### src/rtl/btn_event_gen_pkg.sv
// Shared definitions for button-driven blocks.
//   - Hold FSM state encoding (IDLE/WAIT/RPT, 2 bits).
//   - Default timing constants for the button front end.
package btn_event_gen_pkg;

  typedef logic [1:0] hold_state_t;

  localparam hold_state_t StIdle = 2'b00;
  localparam hold_state_t StWait = 2'b01;
  localparam hold_state_t StRpt  = 2'b10;

  localparam int unsigned DefNbtn      = 4;
  localparam int unsigned DefSampleDiv = 125000;  // 1 ms at 125 MHz
  localparam int unsigned DefStableCnt = 10;
  localparam int unsigned DefLongCnt   = 1000;
  localparam int unsigned DefRepeatCnt = 200;

  // Width needed to hold values 0..max_val.
  function automatic int unsigned cnt_width(input int unsigned max_val);
    return (max_val < 2) ? 1 : $clog2(max_val + 1);
  endfunction

endpackage

### src/rtl/btn_event_ch.sv
// One button channel: debounce counter, debounced level, hold FSM and
// registered 1-CLK event pulses.
//   clk_i      system clock
//   rst_i      synchronous, active-high reset
//   tick_i     shared sample tick (1 CLK wide)
//   btn_i      synchronised button level, 1 = pressed
//   level_o    debounced level
//   press_o    pulse on level 0->1
//   release_o  pulse on level 1->0
//   longp_o    pulse after LONG_CNT ticks of continuous hold
//   repeat_o   pulse every REPEAT_CNT ticks after longp_o while held
module btn_event_ch
  import btn_event_gen_pkg::*;
#(
  parameter int unsigned STABLE_CNT = DefStableCnt,
  parameter int unsigned LONG_CNT   = DefLongCnt,
  parameter int unsigned REPEAT_CNT = DefRepeatCnt
) (
  input  logic clk_i,
  input  logic rst_i,
  input  logic tick_i,
  input  logic btn_i,
  output logic level_o,
  output logic press_o,
  output logic release_o,
  output logic longp_o,
  output logic repeat_o
);

  localparam int unsigned SW   = cnt_width(STABLE_CNT);
  localparam int unsigned HMax = (LONG_CNT > REPEAT_CNT) ? LONG_CNT : REPEAT_CNT;
  localparam int unsigned HW   = cnt_width(HMax);

  // Comparing against N-1 is the same as testing cnt+1 == N without overflow.
  localparam logic [SW-1:0] StableLast = SW'(STABLE_CNT - 1);
  localparam logic [HW-1:0] LongLast   = HW'(LONG_CNT - 1);
  localparam logic [HW-1:0] RptLast    = HW'(REPEAT_CNT - 1);
  localparam logic [HW-1:0] HSat       = HW'(HMax);

  logic [SW-1:0] scnt_q, scnt_d;
  logic [HW-1:0] hcnt_q, hcnt_d;
  hold_state_t   st_q, st_d;
  logic          level_q, level_d;
  logic          press_q, press_d;
  logic          release_q, release_d;
  logic          longp_q, longp_d;
  logic          repeat_q, repeat_d;
  logic          rise, fall;
  logic [HW-1:0] hcnt_inc;

  // Debounce: only a run of STABLE_CNT consecutive differing samples flips level.
  always_comb begin
    level_d = level_q;
    scnt_d  = scnt_q;
    rise    = 1'b0;
    fall    = 1'b0;
    if (tick_i) begin
      if (btn_i != level_q) begin
        if (scnt_q == StableLast) begin
          level_d = ~level_q;
          scnt_d  = '0;
          rise    = ~level_q;
          fall    = level_q;
        end else begin
          scnt_d = scnt_q + SW'(1);
        end
      end else begin
        scnt_d = '0;
      end
    end
    press_d   = rise;
    release_d = fall;
  end

  assign hcnt_inc = (hcnt_q == HSat) ? hcnt_q : hcnt_q + HW'(1);

  // Hold FSM reacts on the same edge that updates level, so the pulse that
  // starts a hold (press) never coincides with a tick-driven one.
  always_comb begin
    st_d     = st_q;
    hcnt_d   = hcnt_q;
    longp_d  = 1'b0;
    repeat_d = 1'b0;
    unique case (st_q)
      StIdle: begin
        if (rise) begin
          st_d   = StWait;
          hcnt_d = '0;
        end
      end
      StWait: begin
        if (fall) begin
          st_d   = StIdle;
          hcnt_d = '0;
        end else if (tick_i) begin
          if (hcnt_q == LongLast) begin
            longp_d = 1'b1;
            hcnt_d  = '0;
            st_d    = StRpt;
          end else begin
            hcnt_d = hcnt_inc;
          end
        end
      end
      StRpt: begin
        if (fall) begin
          st_d   = StIdle;
          hcnt_d = '0;
        end else if (tick_i) begin
          if (hcnt_q == RptLast) begin
            repeat_d = 1'b1;
            hcnt_d   = '0;
          end else begin
            hcnt_d = hcnt_inc;
          end
        end
      end
      default: begin
        st_d   = StIdle;
        hcnt_d = '0;
      end
    endcase
  end

  always_ff @(posedge clk_i) begin
    if (rst_i) begin
      scnt_q    <= '0;
      hcnt_q    <= '0;
      st_q      <= StIdle;
      level_q   <= 1'b0;
      press_q   <= 1'b0;
      release_q <= 1'b0;
      longp_q   <= 1'b0;
      repeat_q  <= 1'b0;
    end else begin
      scnt_q    <= scnt_d;
      hcnt_q    <= hcnt_d;
      st_q      <= st_d;
      level_q   <= level_d;
      press_q   <= press_d;
      release_q <= release_d;
      longp_q   <= longp_d;
      repeat_q  <= repeat_d;
    end
  end

  assign level_o   = level_q;
  assign press_o   = press_q;
  assign release_o = release_q;
  assign longp_o   = longp_q;
  assign repeat_o  = repeat_q;

endmodule

### src/rtl/btn_event_gen.sv
// Multi-button front end: 2-FF synchroniser per button, one shared sample-tick
// divider, and an independent debounce/hold channel per button.
//   CLK      system clock
//   RST      synchronous, active-high reset
//   BTNIN    raw asynchronous buttons, 1 = pressed
//   LEVEL    debounced button state
//   PRESS    1-CLK pulse on LEVEL 0->1
//   RELEASE  1-CLK pulse on LEVEL 1->0
//   LONGP    1-CLK pulse after LONG_CNT ticks held
//   REPEAT   1-CLK pulse every REPEAT_CNT ticks after LONGP while held
module btn_event_gen
  import btn_event_gen_pkg::*;
#(
  parameter int unsigned NBTN       = DefNbtn,
  parameter int unsigned SAMPLE_DIV = DefSampleDiv,
  parameter int unsigned STABLE_CNT = DefStableCnt,
  parameter int unsigned LONG_CNT   = DefLongCnt,
  parameter int unsigned REPEAT_CNT = DefRepeatCnt
) (
  input  logic            CLK,
  input  logic            RST,
  input  logic [NBTN-1:0] BTNIN,
  output logic [NBTN-1:0] LEVEL,
  output logic [NBTN-1:0] PRESS,
  output logic [NBTN-1:0] RELEASE,
  output logic [NBTN-1:0] LONGP,
  output logic [NBTN-1:0] REPEAT
);

  localparam int unsigned TW = $clog2(SAMPLE_DIV);
  localparam logic [TW-1:0] DivLast = TW'(SAMPLE_DIV - 1);

  logic [NBTN-1:0] sync1_q, sync2_q;
  logic [TW-1:0]   div_q, div_d;
  logic            tick;

  assign tick = (div_q == DivLast);

  always_comb begin
    div_d = tick ? '0 : div_q + TW'(1);
  end

  always_ff @(posedge CLK) begin
    if (RST) begin
      sync1_q <= '0;
      sync2_q <= '0;
      div_q   <= '0;
    end else begin
      sync1_q <= BTNIN;
      sync2_q <= sync1_q;
      div_q   <= div_d;
    end
  end

  for (genvar i = 0; i < NBTN; i++) begin : g_ch
    btn_event_ch #(
      .STABLE_CNT(STABLE_CNT),
      .LONG_CNT  (LONG_CNT),
      .REPEAT_CNT(REPEAT_CNT)
    ) u_ch (
      .clk_i    (CLK),
      .rst_i    (RST),
      .tick_i   (tick),
      .btn_i    (sync2_q[i]),
      .level_o  (LEVEL[i]),
      .press_o  (PRESS[i]),
      .release_o(RELEASE[i]),
      .longp_o  (LONGP[i]),
      .repeat_o (REPEAT[i])
    );
  end

endmodule

### config.mk
export PLATFORM = sky130hd
export DESIGN_NAME = btn_event_gen
export DESIGN_NICKNAME = d
export VERILOG_FILES = /design/src/rtl/btn_event_gen_pkg.sv /design/src/rtl/btn_event_ch.sv /design/src/rtl/btn_event_gen.sv
export SDC_FILE = /design/constraint.sdc
export NUM_CORES = 1
export LEC_CHECK = 0
export BUFFER_PORTS_ARGS = -buffer_cell sky130_fd_sc_hd__buf_2
export CAP_MARGIN = 20
export CORE_ASPECT_RATIO = 2
export CORE_UTILIZATION = 45
export CTS_CLUSTER_DIAMETER = 50
export DETAILED_ROUTE_END_ITERATION = 8
export PLACE_DENSITY = 0.69
export SETUP_SLACK_MARGIN = 0.4
export SYNTH_ARGS = -nofsm -noshare
export SYNTH_HDL_FRONTEND = slang
export SYNTH_SLANG_ARGS = --single-unit
### constraint.sdc
create_clock -name CLK -period 5.3 [get_ports CLK]
set_input_delay 1.325 -clock CLK [delete_from_list [all_inputs] [get_ports CLK]]
set_output_delay 1.325 -clock CLK [all_outputs]
set_load 0.02 [all_outputs]
* Word level (Yosys, flattened, before mapping)
Index checks and enable logic that the tools add are counted.
Cells by class: $lt $le $gt $ge 0, mux-type cells 100, shift operators 0, multipliers 0, equal/unequal tests 49, bitwise operators 13, reductions and logical operators 25, div/mod/pow operators 0, add/subtract/negate cells 9
Operators with widths (number):
- 10-bit two-way mux | 32
- 10-bit case mux with 3 select lines | 4
- 10-bit equality test (second input constant) | 8
- 10-bit by 1-bit adder with 10-bit output (second input constant) | 4
- 10-bit by 8-bit equality test with 1-bit output (second input constant) | 4
- 2-bit two-way mux | 20
- 1-bit two-way mux | 32
- 4-bit two-way mux | 8
- 4-bit OR reduction | 8
- 3-bit by 2-bit inequality test with 1-bit output (second input constant) | 8
- 2-bit case mux with 3 select lines | 4
- 3-bit AND reduction | 8
- 17-bit by 1-bit adder with 17-bit output (second input constant) | 1
- 17-bit equality test (second input constant) | 1
- 4-bit by 1-bit adder with 4-bit output (second input constant) | 4
- 4-bit equality test (second input constant) | 4
- 2-bit by 1-bit inequality test with 1-bit output (second input constant) | 8
- 4-bit AND reduction | 4
- 1-bit NOT | 13
- 3-bit by 1-bit inequality test with 1-bit output (second input constant) | 4
- 2-bit by 1-bit equality test with 1-bit output (second input constant) | 4
- 2-bit equality test (second input constant) | 4
- 2-bit zero test | 4
- 1-bit inequality test | 4
- 2-bit OR reduction | 1
Word-level totals: logic and storage cells 231, memories 0, ROM bits 0, flip-flop bits (word level) 109, memory bits (writable) 0, bits of input ports 6, bits in latches 0

* Longest topological paths before layout
word-level depth 6, mapped depth 9, depth with buffers taken out 8

* Cells and area by module
From an unflattened synthesis, not the netlist that was laid out.
Unflattened totals: cell total of the unflattened synthesis 637, area, all modules 5659.2 um^2
Modules (own cells, without submodules):
- btn_event_ch at g_ch[1].u_ch ... | area an instance 1169.9 um^2, sequential area each 420.4 um^2, cells an instance 131, times used 3
- btn_event_ch at g_ch[0].u_ch | area an instance 1164.9 um^2, sequential area each 420.4 um^2, cells an instance 141, times used 1
- btn_event_gen | area an instance 984.7 um^2, sequential area each 500.5 um^2, cells an instance 103, times used 1

* Least setup slack after synthesis
OpenSTA, ideal clock, no wires.
path kind in2reg, start in RST, end reg g_ch[0].u_ch.release_q, path slack 2.662 ns, setup time 0.128 ns, arrival time 2.510 ns, stages 5, path buffers 4, cells stage by stage clkbuf_1 -> clkbuf_1 -> clkbuf_1 -> buf_1 -> nor2_1
RTL lines:
- start, declared | line btn_event_gen.sv:21 | input logic RST,
- end signal, assigned | line btn_event_ch.sv:141 | release_q <= release_d;
- end, declared | line btn_event_ch.sv:45 | logic release_q, release_d;
No word-level cell between the ends.

* Worst setup path in the final report
start reg div_q[0], end reg g_ch[2].u_ch.hcnt_q[2]
Between the ends: longest elaborated chain between the ends 4, elaborated cells on any way between the ends 10, classes of those cells eq/ne (4); mux (5); reduce/logical (1)
Ends and longest elaborated chain:
- start, declared | line btn_event_gen.sv:34 | logic [TW-1:0] div_q, div_d;
- start signal, assigned | line btn_event_gen.sv:51 | div_q <= div_d;
- 17-bit equality test (*) | line btn_event_gen.sv:37 | assign tick = (div_q == DivLast);
- 1-bit two-way mux | line btn_event_ch.sv:57 | if (tick_i) begin
- 3-bit by 2-bit inequality test with 1-bit output (no line), or another cell as far along
- 3-bit AND reduction (no line) or 10-bit case mux with 3 select lines (tied branches)
- end signal, assigned | line btn_event_ch.sv:137 | hcnt_q <= hcnt_d;
- end, declared | line btn_event_ch.sv:41 | logic [HW-1:0] hcnt_q, hcnt_d;
Every way passes the cells marked *; elsewhere a longest branch is shown, timed or not. A chain may end at the register's enable or synchronous reset.

==> metrics.cfg <==
[cts]
cts_hold_buf = 0
clk_latency_ps = 350
cts_buffers = 9
htreeDepth = 3
cts.sinks = 109
cts_tree = built
cts.path.max_buffers = 2
ctsRootBufferMaster = clkbuf_16
post_cts_resized = 0
clkTransAtPathRegs_ps = 70
postCtsSetupRepairBufs = 0

[sta]
finalSetupViolCount = 0
clock_skew_ps = 9.95
fin_crit_sh_pct = 58.9
fin_hold_ws_ps = 441
hold_violations = 0
fin_crit_ps = 3120
max_slew_margin_pct = 45.8
fin_tns_setup_ps = 0
tightest_slew_ps = 811
drv_slew = 0
setup_ws_ps = 2180
rsz0062_at_grt = false
fmax_ghz = 0.320

[cells_and_area]
final_cell_mix = dfxtp_1 (109), nor2_1 (60), nand2_1 (56), inv_1 (41), a21oi_1 (39)
antenna_cells = 0
nets = 735
mostFrequentLayoutCell = dfxtp_1
drive_above_1_share_pct = 9.93
area_delta_synth_final_pct = 6.50
stdcell_count = 855

[floorplan]
dieHeight_um = 164
start_util_pct = 46.6
placementRows = 58
core_region_area_um2 = 12700
pin_count = 26
die_width_um = 83.1
dieArea_um2 = 13600

[global_routing]
grt_overflow = 0
grt_max_degree = 42
first_global_vias = 5072
met2_usage_pct = 39.5
antenna_found_initial = 0
use_met3_pct = 3.72
grt_pass1_wl_um = 23000
grt.busiest_layer = met2
track_usage_pct = 20.6
use_met1_pct = 20.6

[synthesis]
synthTopCellsByArea = dfxtp_1 (37%), ha_1 (6.1%), nor2_1 (3.8%), nand2_1 (3.6%), a21oi_1 (3.3%)
ys_warn_count = 0
syn_area_um2 = 5910
synthFlopType = dfxtp_1
syn_nets = 738
synth-edff-count = 0
synth_cell_type_count = 75
avgSynthCellArea_um2 = 8.41
netlist_instances = 703
async_reset_ff_share_pct = 0
synth_top_area_share_pct = 36.9
yosysSeqAreaShare_pct = 36.9
synth_top_cell_by_area = dfxtp_1
yosys_register_bits = 109

[power]
powerDensity_nw_per_um2 = 261
ir_drop_uv = 161
total_power_mw = 1.64
p_leak_nw = 2.30

[setup_path]
critPathArrivalTime_ps = 3370
start_kind = register
critPathMaxFanout = 27
crit_path_end_kind = register
cp_data_required_time_ps = 5550
crit_type = reg -> reg

[drt]
avgViaCountPerCell = 5.92
ant_nets = 0
drc = 0
wl_um = 13500
dr_total_vias = 5062
drtIter0Drc = 228
drtPass1Iterations = 4
routedWlPerCell_um = 15.8

[placement]
place_congestion = 0.894
hpwl_um = 9910
port_buffers = 25
pre_cts_slack_ps = 1920
place_inst = 839

[run]
cap_violations = 0

[run_status]
outcome = finished clean

[hold_path]
hp-class = reg -> reg

-- cells in the mapped netlist, types with 9 or more instances --
cell type  instances
dfxtp_1          109
nor2_1            60
nand2_1           56
inv_1             41
a21oi_1           39
nand3_1           38
o21ai_0           30
ha_1              29
nor3_1            28
and3_1            24
buf_4             20
clkbuf_1          17
or4_1             12
xor2_1            12
nor3b_1           11
nor2b_1           10
a21o_1             9
nand3b_1           9
or3_1              9
-- worst paths after layout --
kind	endpoint	from	slack, ps	depth (start not counted)
worst max register to register	g_ch[2].u_ch.hcnt_q[2]	div_q[0]	2180	7
worst max-delay path	g_ch[2].u_ch.hcnt_q[2]	div_q[0]	2180	7
worst min-delay path	sync2_q[1]	sync1_q[1]	440	1
worst min register to register	sync2_q[1]	sync1_q[1]	440	1
-- power breakdown --
part | switching [mW] | internal, mW | total, mW | leakage [nW]
Clock | 0.313 | 0.369 | 0.682 | 0.140
Combinational | 0.0816 | 0.0417 | 0.123 | 1.28
Sequential | 0.00795 | 0.828 | 0.836 | 0.880
Total | 0.403 | 1.24 | 1.64 | 2.30
-- critical path, cell delays in order, from the launching register on --
cell and delay (ps):
dfxtp_1 380, ha_1 300, and4_1 270, nand4_2 650
a21oi_1 510, nor2_1 150, or2_0 390, o41ai_2 360
-- cell families after synthesis --
family / synth area share, %
xor+xnor: 2.52
mux: 0.720
fa+ha+maj: 6.14
buf+inv: 6.73
simple gates: 30.1
flops: 36.9
compound gates: 16.9
-- metal layers --
layer / vias up / part of all wire [%] / wire length (um)
li1: 2515 / - / -
met1: 2402 / 39 / 5260
met2: 105 / 54 / 7350
met3: 40 / 3.2 / 437
met4: 0 / 3.5 / 475
met5: - / 0 / 0
-- final cells by class --
type	instances	area (um^2)
Tap cell	150	188
Timing Repair Buffer	28	148
Sequential cell	109	2180
Clock buffer	11	233
Clock inverter	5	60.1
Fill cell	1206	6400
Multi-Input combinational cell	511	3330
Inverter	41	154
-- through the flow --
stage               instance area [um^2]  util [%]
detailed placement                  6000      47.3
global route                        6300      49.6
finish                              6300      49.6
global placement                    6000      47.3
CTS                                 6300      49.6
floorplan                           5910         -
-- sequential cells by signal, summed over array words and instances, names as in the netlist --
signal and count:
div_q 17, g_ch.u_ch.hcnt_q 40, g_ch.u_ch.level_o 4, g_ch.u_ch.longp_o 4, g_ch.u_ch.press_o 4, g_ch.u_ch.release_o 4
g_ch.u_ch.repeat_o 4, g_ch.u_ch.scnt_q 16, g_ch.u_ch.st_q 8, sync1_q 4, sync2_q 4
No activity file was read; power rests on OpenSTA's default activity.
